==> src/rtl/pwm_ramp_ctrl_if.sv <==
// pwm_ramp_ctrl_if: command handshake and duty/status bundle between control logic and pwm_ramp_ctrl.
interface pwm_ramp_ctrl_if #(
  parameter int N = 4,
  parameter int DIV_W = 16
);
  logic cmd_valid_i;
  logic cmd_ready_o;
  logic mode_i;
  logic [N-1:0] target_i;
  logic [N-1:0] step_i;
  logic [DIV_W-1:0] dwell_i;
  logic stop_i;
  logic [N-1:0] pw_o;
  logic period_start_o;
  logic busy_o;
  logic done_o;
  modport master (
    output cmd_valid_i, mode_i, target_i, step_i, dwell_i, stop_i,
    input cmd_ready_o, pw_o, period_start_o, busy_o, done_o
  );
  modport slave (
    input cmd_valid_i, mode_i, target_i, step_i, dwell_i, stop_i,
    output cmd_ready_o, pw_o, period_start_o, busy_o, done_o
  );
endinterface

==> src/rtl/pwm_ramp_ctrl.sv <==
// pwm_ramp_ctrl: period-aligned duty ramp/breathe sequencer for an N-bit PWM core.
// Optional PWM_GAMMA_EN: square-law output curve applied to the linear duty register.
module pwm_ramp_ctrl #(
  parameter int N = 4,
  parameter int DIV_W = 16
) (
  input logic clk_i,
  input logic reset_i,
  pwm_ramp_ctrl_if.slave bus
);
  typedef enum logic [2:0] {IDLE, UP, DOWN, EQ, HOLD_HI, BR_DOWN, HOLD_LO} state_t;
  state_t r_state;
  logic [N-1:0] r_cnt, r_pw, r_tgt, r_step;
  logic [DIV_W-1:0] r_dwell, r_dw_cnt;
  logic r_mode, r_stop, r_done;
  logic w_tick, w_fire, w_stepping, w_reach, w_stop;
  logic [N-1:0] w_goal, w_up, w_dn, w_nx;
  assign w_tick = &r_cnt;
  assign w_fire = w_tick && (r_dw_cnt == r_dwell - DIV_W'(1));
  assign w_goal = (r_state == BR_DOWN) ? '0 : r_tgt;
  assign w_up = (({1'b0, r_tgt} - {1'b0, r_pw}) <= {1'b0, r_step}) ? r_tgt : r_pw + r_step;
  assign w_dn = (({1'b0, r_pw} - {1'b0, w_goal}) <= {1'b0, r_step}) ? w_goal : r_pw - r_step;
  assign w_nx = (r_state == UP) ? w_up : w_dn;
  assign w_reach = (w_nx == w_goal);
  assign w_stepping = (r_state == UP) || (r_state == DOWN) || (r_state == BR_DOWN);
  assign w_stop = r_stop | bus.stop_i;
  always_ff @(posedge clk_i or posedge reset_i) begin
    if (reset_i) begin
      r_state <= IDLE;
      r_cnt <= '0;
      r_pw <= '0;
      r_tgt <= '0;
      r_step <= '0;
      r_dwell <= '0;
      r_dw_cnt <= '0;
      r_mode <= 1'b0;
      r_stop <= 1'b0;
      r_done <= 1'b0;
    end else begin
      r_cnt <= r_cnt + N'(1);
      r_done <= 1'b0;
      if (r_state == IDLE) begin
        r_stop <= 1'b0;
        if (bus.cmd_valid_i) begin
          r_tgt <= bus.target_i;
          r_step <= (bus.step_i == '0) ? N'(1) : bus.step_i;
          r_dwell <= (bus.dwell_i == '0) ? DIV_W'(1) : bus.dwell_i;
          r_mode <= bus.mode_i;
          r_dw_cnt <= '0;
          r_state <= (bus.target_i > r_pw) ? UP : (bus.target_i < r_pw) ? DOWN : bus.mode_i ? HOLD_HI : EQ;
        end
      end else begin
        if (bus.stop_i) r_stop <= 1'b1;
        if (w_tick) begin
          r_dw_cnt <= w_fire ? '0 : r_dw_cnt + DIV_W'(1);
          if (r_state == EQ) begin
            r_done <= !w_stop;
            r_state <= IDLE;
          end else if (w_fire && (r_state == UP || r_state == DOWN) && w_reach && !r_mode) begin
            // a final step wins over a concurrent stop
            r_pw <= w_nx;
            r_done <= 1'b1;
            r_state <= IDLE;
          end else if (w_stop) begin
            r_state <= IDLE;
          end else if (w_fire) begin
            if (w_stepping) r_pw <= w_nx;
            r_state <= (r_state == HOLD_HI) ? BR_DOWN : (r_state == HOLD_LO) ? UP :
                       !w_reach ? r_state : (r_state == BR_DOWN) ? HOLD_LO : HOLD_HI;
          end
        end
      end
    end
  end
`ifdef PWM_GAMMA_EN
  logic [2*N-1:0] w_sq;
  assign w_sq = {{N{1'b0}}, r_pw} * {{N{1'b0}}, r_pw};
  assign bus.pw_o = w_sq[2*N-1:N];
`else
  assign bus.pw_o = r_pw;
`endif
  assign bus.period_start_o = (r_cnt == '0);
  assign bus.busy_o = (r_state != IDLE);
  assign bus.cmd_ready_o = (r_state == IDLE);
  assign bus.done_o = r_done;
endmodule

==> src/flat_wrapper.sv <==
// flat-port wrapper written by rule: the top's interface ports become plain ports
module pwm_ramp_ctrl_flat 
#(
  parameter int N = 4,
  parameter int DIV_W = 16
)
  (clk_i, reset_i, bus_cmd_valid_i, bus_mode_i, bus_target_i, bus_step_i, bus_dwell_i, bus_stop_i, bus_cmd_ready_o, bus_pw_o, bus_period_start_o, bus_busy_o, bus_done_o);
  pwm_ramp_ctrl_if #(.N(N), .DIV_W(DIV_W)) bus_i ();
  input logic clk_i;
  input logic reset_i;
  input wire logic [$bits(bus_i.cmd_valid_i)-1:0] bus_cmd_valid_i;
  input wire logic [$bits(bus_i.mode_i)-1:0] bus_mode_i;
  input wire logic [$bits(bus_i.target_i)-1:0] bus_target_i;
  input wire logic [$bits(bus_i.step_i)-1:0] bus_step_i;
  input wire logic [$bits(bus_i.dwell_i)-1:0] bus_dwell_i;
  input wire logic [$bits(bus_i.stop_i)-1:0] bus_stop_i;
  output wire logic [$bits(bus_i.cmd_ready_o)-1:0] bus_cmd_ready_o;
  output wire logic [$bits(bus_i.pw_o)-1:0] bus_pw_o;
  output wire logic [$bits(bus_i.period_start_o)-1:0] bus_period_start_o;
  output wire logic [$bits(bus_i.busy_o)-1:0] bus_busy_o;
  output wire logic [$bits(bus_i.done_o)-1:0] bus_done_o;
  assign bus_i.cmd_valid_i = bus_cmd_valid_i;
  assign bus_i.mode_i = bus_mode_i;
  assign bus_i.target_i = bus_target_i;
  assign bus_i.step_i = bus_step_i;
  assign bus_i.dwell_i = bus_dwell_i;
  assign bus_i.stop_i = bus_stop_i;
  assign bus_cmd_ready_o = bus_i.cmd_ready_o;
  assign bus_pw_o = bus_i.pw_o;
  assign bus_period_start_o = bus_i.period_start_o;
  assign bus_busy_o = bus_i.busy_o;
  assign bus_done_o = bus_i.done_o;
  pwm_ramp_ctrl #(.N(N), .DIV_W(DIV_W)) u_core (.clk_i(clk_i), .reset_i(reset_i), .bus(bus_i));
endmodule
==> config.mk <==
export PLATFORM = sky130hd
export DESIGN_NAME = pwm_ramp_ctrl_flat
export DESIGN_NICKNAME = d
export VERILOG_FILES = /design/src/rtl/pwm_ramp_ctrl_if.sv /design/src/rtl/pwm_ramp_ctrl.sv /design/src/flat_wrapper.sv
export SDC_FILE = /design/constraint.sdc
export NUM_CORES = 1
export LEC_CHECK = 0
export ABC_AREA = 1
export ABC_CLOCK_PERIOD_IN_PS = 4300
export BUFFER_PORTS_ARGS = -buffer_cell sky130_fd_sc_hd__clkbuf_2
export CORE_UTILIZATION = 33
export DETAILED_ROUTE_END_ITERATION = 7
export GPL_TIMING_DRIVEN = 0
export RECOVER_POWER = 100
export SLEW_MARGIN = 5
export SYNTH_ARGS = -nofsm -noshare
export SYNTH_HDL_FRONTEND = slang
export SYNTH_SLANG_ARGS = --single-unit
==> constraint.sdc <==
create_clock -name clk_i -period 4.3 [get_ports clk_i]
set_input_delay 0.43 -clock clk_i [delete_from_list [all_inputs] [get_ports clk_i]]
set_output_delay 0.43 -clock clk_i [all_outputs]
set_load 0.005 [all_outputs]
**After elaboration in Yosys (flattened, before gate mapping)**

Index checks and enable logic that the tools add are counted.

- Logic and storage cells: 92
- Flip-flop bits (word level): 54
- Output and inout port bits: 8
- Input bits: 29

- Eq/ne operators: 10
- Order comparisons: 4
- Add/sub/neg operators: 7
- Reductions and logical operators: 24
- Muxes and demuxes: 34
- Bitwise gates (word level): 3

Operators by type and width:

| operator | number |
|---|---|
| 16-bit 2-to-1 mux | 5 |
| 3-bit 2-to-1 mux | 13 |
| 4-bit 2-to-1 mux | 9 |
| 16-bit by 1-bit adder with 16-bit output, second input constant | 1 |
| 16-bit equality test | 1 |
| 16-bit zero test | 1 |
| 16-bit by 1-bit subtractor with 16-bit output, second input constant | 1 |
| 5-bit by 4-bit <= comparator with 1-bit output | 2 |
| 4-bit by 4-bit subtractor with 5-bit output | 2 |
| 3-bit equality test, second input constant | 3 |
| 9-bit AND reduction | 1 |
| 4-bit zero test | 2 |
| 4-bit AND reduction | 2 |
| 2-bit nonzero test | 4 |
| 7-bit nonzero test | 1 |
| 3-bit by 2-bit equality test with 1-bit output, second input constant | 2 |
| 1-bit 2-to-1 mux | 6 |
| 5-bit nonzero test | 1 |
| 4-bit by 1-bit adder with 4-bit output, second input constant | 1 |
| 4-bit adder | 1 |
| 4-bit equality test | 1 |
| 4-bit greater-than comparator | 1 |
| 1-bit logical AND | 4 |
| 4-bit < comparator | 1 |
| 11 further kinds | 16 |

**Longest topological paths before layout**

- Depth after elaboration: 16
- Gate-level depth with buffers: 26

**Worst setup path before layout**

OpenSTA, ideal clock, no wires.

- Path type: register to register
- From: register u_core.r_state[2]
- To: register u_core.r_pw[1] (netlist: u_core.bus.pw_o[1])
- Arrival: 3.026 ns
- Required time: 4.182 ns
- Setup time: 0.118 ns
- Period minus slack after synthesis: 3.144 ns
- Path buffers: 1
- Cell stages (with the launch flop): 27
- Setup slack: 1.156 ns
- Cells stage by stage: dfrtp_1 > buf_2 > nand3_1 > nand2_1 > inv_1 > ha_1 > fa_1 > xnor2_1 > ha_1 > nand2_1 > inv_1 > nand2_1 > nand2_1 > nand2_1 > nand2_1 > nand2_1 > nand3_1 > nand2_1 > nand2_1 > nand2_1 > nand2_1 > nor2_2 > nand2_2 > nand3_4 > nand3_4 > nand2_1 > nand2_1

- Cells in the longest elaborated chain, start to end: 11
- Elaborated cells on any way between the ends: 26
- Those cells by class: add/sub: 1; order compare: 1; eq/ne: 6; mux: 7; bitwise: 2; reduce/logical: 9

Ends and longest elaborated chain:

| item | line | source |
|---|---|---|
| start: declaration | pwm_ramp_ctrl.sv:12 | `state_t r_state;` |
| start signal: assignment | pwm_ramp_ctrl.sv:50 | `r_state <= (bus.target_i > r_pw) ? UP : (bus.target_i < r_pw) ? DOWN : bus.mode_i ? HOLD_HI : EQ;` |
| start signal: assignment | pwm_ramp_ctrl.sv:68 | `r_state <= (r_state == HOLD_HI) ? BR_DOWN : (r_state == HOLD_LO) ? UP :` |
| 3-bit equality test | pwm_ramp_ctrl.sv:20, pwm_ramp_ctrl.sv:25 |  |
| 4-bit 2-to-1 mux | pwm_ramp_ctrl.sv:20 | `assign w_goal = (r_state == BR_DOWN) ? '0 : r_tgt;` |
| 4-bit by 4-bit subtractor with 5-bit output | pwm_ramp_ctrl.sv:22 | `assign w_dn = (({1'b0, r_pw} - {1'b0, w_goal}) <= {1'b0, r_step}) ? w_goal : r_pw - r_step;` |
| 5-bit by 4-bit <= comparator with 1-bit output | pwm_ramp_ctrl.sv:22 |  |
| 4-bit 2-to-1 mux | pwm_ramp_ctrl.sv:22 |  |
| 4-bit 2-to-1 mux | pwm_ramp_ctrl.sv:23 | `assign w_nx = (r_state == UP) ? w_up : w_dn;` |
| 4-bit equality test | pwm_ramp_ctrl.sv:24 | `assign w_reach = (w_nx == w_goal);` |
| 1-bit logical AND (2 in a row) | pwm_ramp_ctrl.sv:59 | `end else if (w_fire && (r_state == UP \|\| r_state == DOWN) && w_reach && !r_mode) begin` |
| 2-bit inequality test (no line) or 2-bit nonzero test (tied branches) | n/a |  |
| 9-bit AND reduction (no line) | n/a |  |
| end signal: assignment | pwm_ramp_ctrl.sv:61 | `r_pw <= w_nx;` |
| end signal: assignment | pwm_ramp_ctrl.sv:67 | `if (w_stepping) r_pw <= w_nx;` |
| end: declaration | pwm_ramp_ctrl.sv:13 | `logic [N-1:0] r_cnt, r_pw, r_tgt, r_step;` |

Parallel ways exist; a longest one is shown, timed or not. The select of a mux whose other input is x is not followed.
A chain may end at the register's enable or synchronous reset.

**Final worst setup path**

- From: register u_core.r_state[1]
- To: register u_core.r_pw[3] (netlist: u_core.bus.pw_o[3])

Same word-level chain as after synthesis.

==> impl_metrics.toml <==
[route]
antenna_left = 0
drtPass1Iterations = 4
via_count = 4098
wire_per_inst_um = 13.46
avgViaCountPerCell = 4.914
drc = 0
wirelength_um = 11230
drtIter0Drc = 229

[timing]
whs_ns = 0.3438
setup_violations = 0
min_period_ns = 3.719
worstMarginPinSlew_ns = 1.675
hold_viol = 0
timing.fmax_ghz = 0.2689
final_max_slew_viol_count = 30
slew_headroom_pct = -11.63
fin_skew_ns = 0.006952
tns_ns = 0
fin_crit_sh_pct = 86.49
rsz0062_at_grt = "no"

[logic_synthesis]
ys_ff_latch = 54
synth-xor-area-share_pct = 6.371
synth-simple-area-share_pct = 35.46
yosysWarnings = 0
synth_top_family_by_area = "simple AND/OR/NAND/NOR gates"
synth_mux_area_share_pct = 0
synth_compound_gate_area_share_pct = 8.043
syn_area_per_cell_um2 = 7.035
syn_area_mm2 = 0.004340
syn_inst = 617
yosysSeqAreaShare_pct = 31.13
synth_nets = 681
yosysUniqueCellTypes = 36
synthAdderAreaFrac_pct = 10.78

[floorplanning]
die_area_mm2 = 0.01362
io_pins = 37
design.core.area_mm2 = 0.01272
rows = 41
fp.dieH_um = 116.7
die-width_um = 116.7
start_util_pct = 34.12

[min_path]
hold_class = "in2async"

[global_routing]
grt_max_degree = 30
grt_pass1_wl_um = 19350
antenna_found_initial = 0
grtUsageTotal_pct = 18.29
grt_pass1_vias = 4117
grt_overflow_total = 0

[pwr]
p_seq_share_pct = 25.7
leakage_nw = 2.457
p_sw_mw = 1.575
p_int_mw = 1.583
pwr-share-clk_pct = 14.6
power_frac_comb_pct = 59.7
p_per_area_mw_per_mm2 = 647.6
peakVddDrop_uv = 210.2
swShare_pct = 49.88

[cts]
cts_made_buffers = 5
cts.path.max_buffers = 2
cts_setup_buffers = 0
htree_levels = 2
cts_sinks = 54
tritoncts = "yes"
cts-root-buf = "clkbuf_16"
clock_latency_ns = 0.30
cts_hold_buf = 0
path_clk_slew_ns = 0.07
cts_resized = 0

[run_status]
outcome = "finished, violations left"
violations = "max-capacitance violations, max-slew violations"

[critical_path]
cp.required_ns = 4.49
critPathMaxFanout = 6
crit_path_end_kind = "flip-flop"
crit_type = "reg2reg"
start_kind = "flip-flop"
critPathArrivalTime_ns = 3.91
rr_worst_depth = 26

[finish]
drive_gt1_share_pct = 9.517
final_area_mm2 = 0.004877
final_common_cell = "nand2_1"
nets = 725
finalCoreUtilization_pct = 38.34
synthToLayoutAreaGrowth_pct = 12.37
insertedDiodeCount = 0
final_cell_mix = "nand2_1 (189), inv_1 (83), nand3_1 (61)"

[place]
port_buffers = 36
placed_cell_area_mm2 = 0.004756
place.gp.congestion = 0.8875
dp_hpwl_um = 9160

[job]
cap_viol_max_count = 1
[per-stage QoR]
step | total power, mW | cells | worst slack [ns]
3_3_place_gp | 2.675 | 825 | 0.6972
6_report | 3.158 | 834 | 0.5809
2_1_floorplan | 2.261 | 617 | 1.156
4_1_cts | 3.200 | 834 | 0.6619
3_5_place_dp | 2.714 | 826 | 0.6803
5_1_grt | 3.546 | 834 | 0.1147
[power groups by stage]
stage	clock, mW	combinational [mW]	sequential (mW)
6_report	0.462	1.88	0.812
5_1_grt	0.497	2.21	0.835
4_1_cts	0.479	1.91	0.809
3_5_place_dp	0	1.90	0.816
3_3_place_gp	0	1.86	0.816
2_1_floorplan	0	1.50	0.766
[path summary, 6_finish.rpt]
path | slack, ns | from | to
worst min-delay path | 0.34 | reset_i | u_core.r_state[0]
worst min register to register | 0.48 | u_core.r_cnt[0] | u_core.r_cnt[0]
worst max register to register | 0.58 | u_core.r_state[1] | u_core.bus.pw_o[3]
min in group clk_i | 0.37 | bus_step_i[1] | u_core.r_step[1]
worst max-delay path | 0.58 | u_core.r_state[1] | u_core.bus.pw_o[3]
max in group asynchronous | 1.88 | reset_i | u_core.r_dwell[4]
[Yosys cell counts, drive strengths merged]
library cell	n	share of area, %
or2	1	0.14
o32ai	1	0.20
xnor3	1	0.52
nor3	6	0.92
and3b	1	0.20
nor2	56	5.9
o21ai	34	4.2
xor2	19	3.8
clkbuf	5	0.43
clkinv	2	0.17
nand4	14	2.0
a21o	1	0.17
nand3	65	8.3
ha	31	8.9
xnor2	10	2.0
fa	4	1.8
a22oi	1	0.17
a32o	1	0.23
o22ai	9	1.3
inv	84	7.3
a21oi	14	1.6
nand2	192	17
a211oi	1	0.17
nand3b	3	0.52
dfrtp	54	31
buf	3	0.35
nor4	4	0.58
[critical path, stage by stage (launching register included)]
cell and delay [ns]:
dfrtp_1 0.45, inv_1 0.11, nand3_1 0.16, nand2_1 0.16
inv_1 0.08, ha_1 0.21, fa_1 0.42, xnor2_1 0.18
ha_1 0.24, nand2_1 0.05, inv_1 0.04, nand2_1 0.05
nand2_1 0.05, nand2_1 0.13, nand2_1 0.12, nand2_1 0.08
nand3_1 0.09, nand2_1 0.11, nand2_1 0.05, nand2_1 0.05
nand2_1 0.08, nor2_1 0.20, nand2_1 0.15, nand3_4 0.12
nand3_4 0.09, nand2_1 0.09, nand2_1 0.05
[sequential cells by signal, summed over array words and instances (netlist names)]
signal / flops
u_core.r_dw_cnt: 16
u_core.r_state: 3
u_core.r_step: 4
u_core.r_mode: 1
u_core.r_stop: 1
u_core.r_dwell: 16
u_core.r_cnt: 4
u_core.r_tgt: 4
u_core.bus.pw_o: 4
u_core.bus.done_o: 1
[final cells by class]
cell class,instances,area [µm²]
Fill cell,1397,7845
Multi-Input combinational cell,469,2609
Sequential cell,54,1351
Inverter,86,322.8
Tap cell,172,215.2
Timing Repair Buffer,37,180.2
Clock buffer,6,128.9
Clock inverter,2,37.54
Buffer,8,32.53
[routing by layer]
layer  GRT usage [%]  routed length, µm
met1           24.57               5578
met3           2.491                344
met2           31.32               5179
met4           3.713                125
met5               0                  0
[kinds of logic after synthesis]
logic type / after synthesis
xor+xnor: 30
simple gates: 342
buf+inv: 94
flops: 54
compound gates: 62
fa+ha+maj: 35
Note: power is estimated with default switching activity, not from simulation.
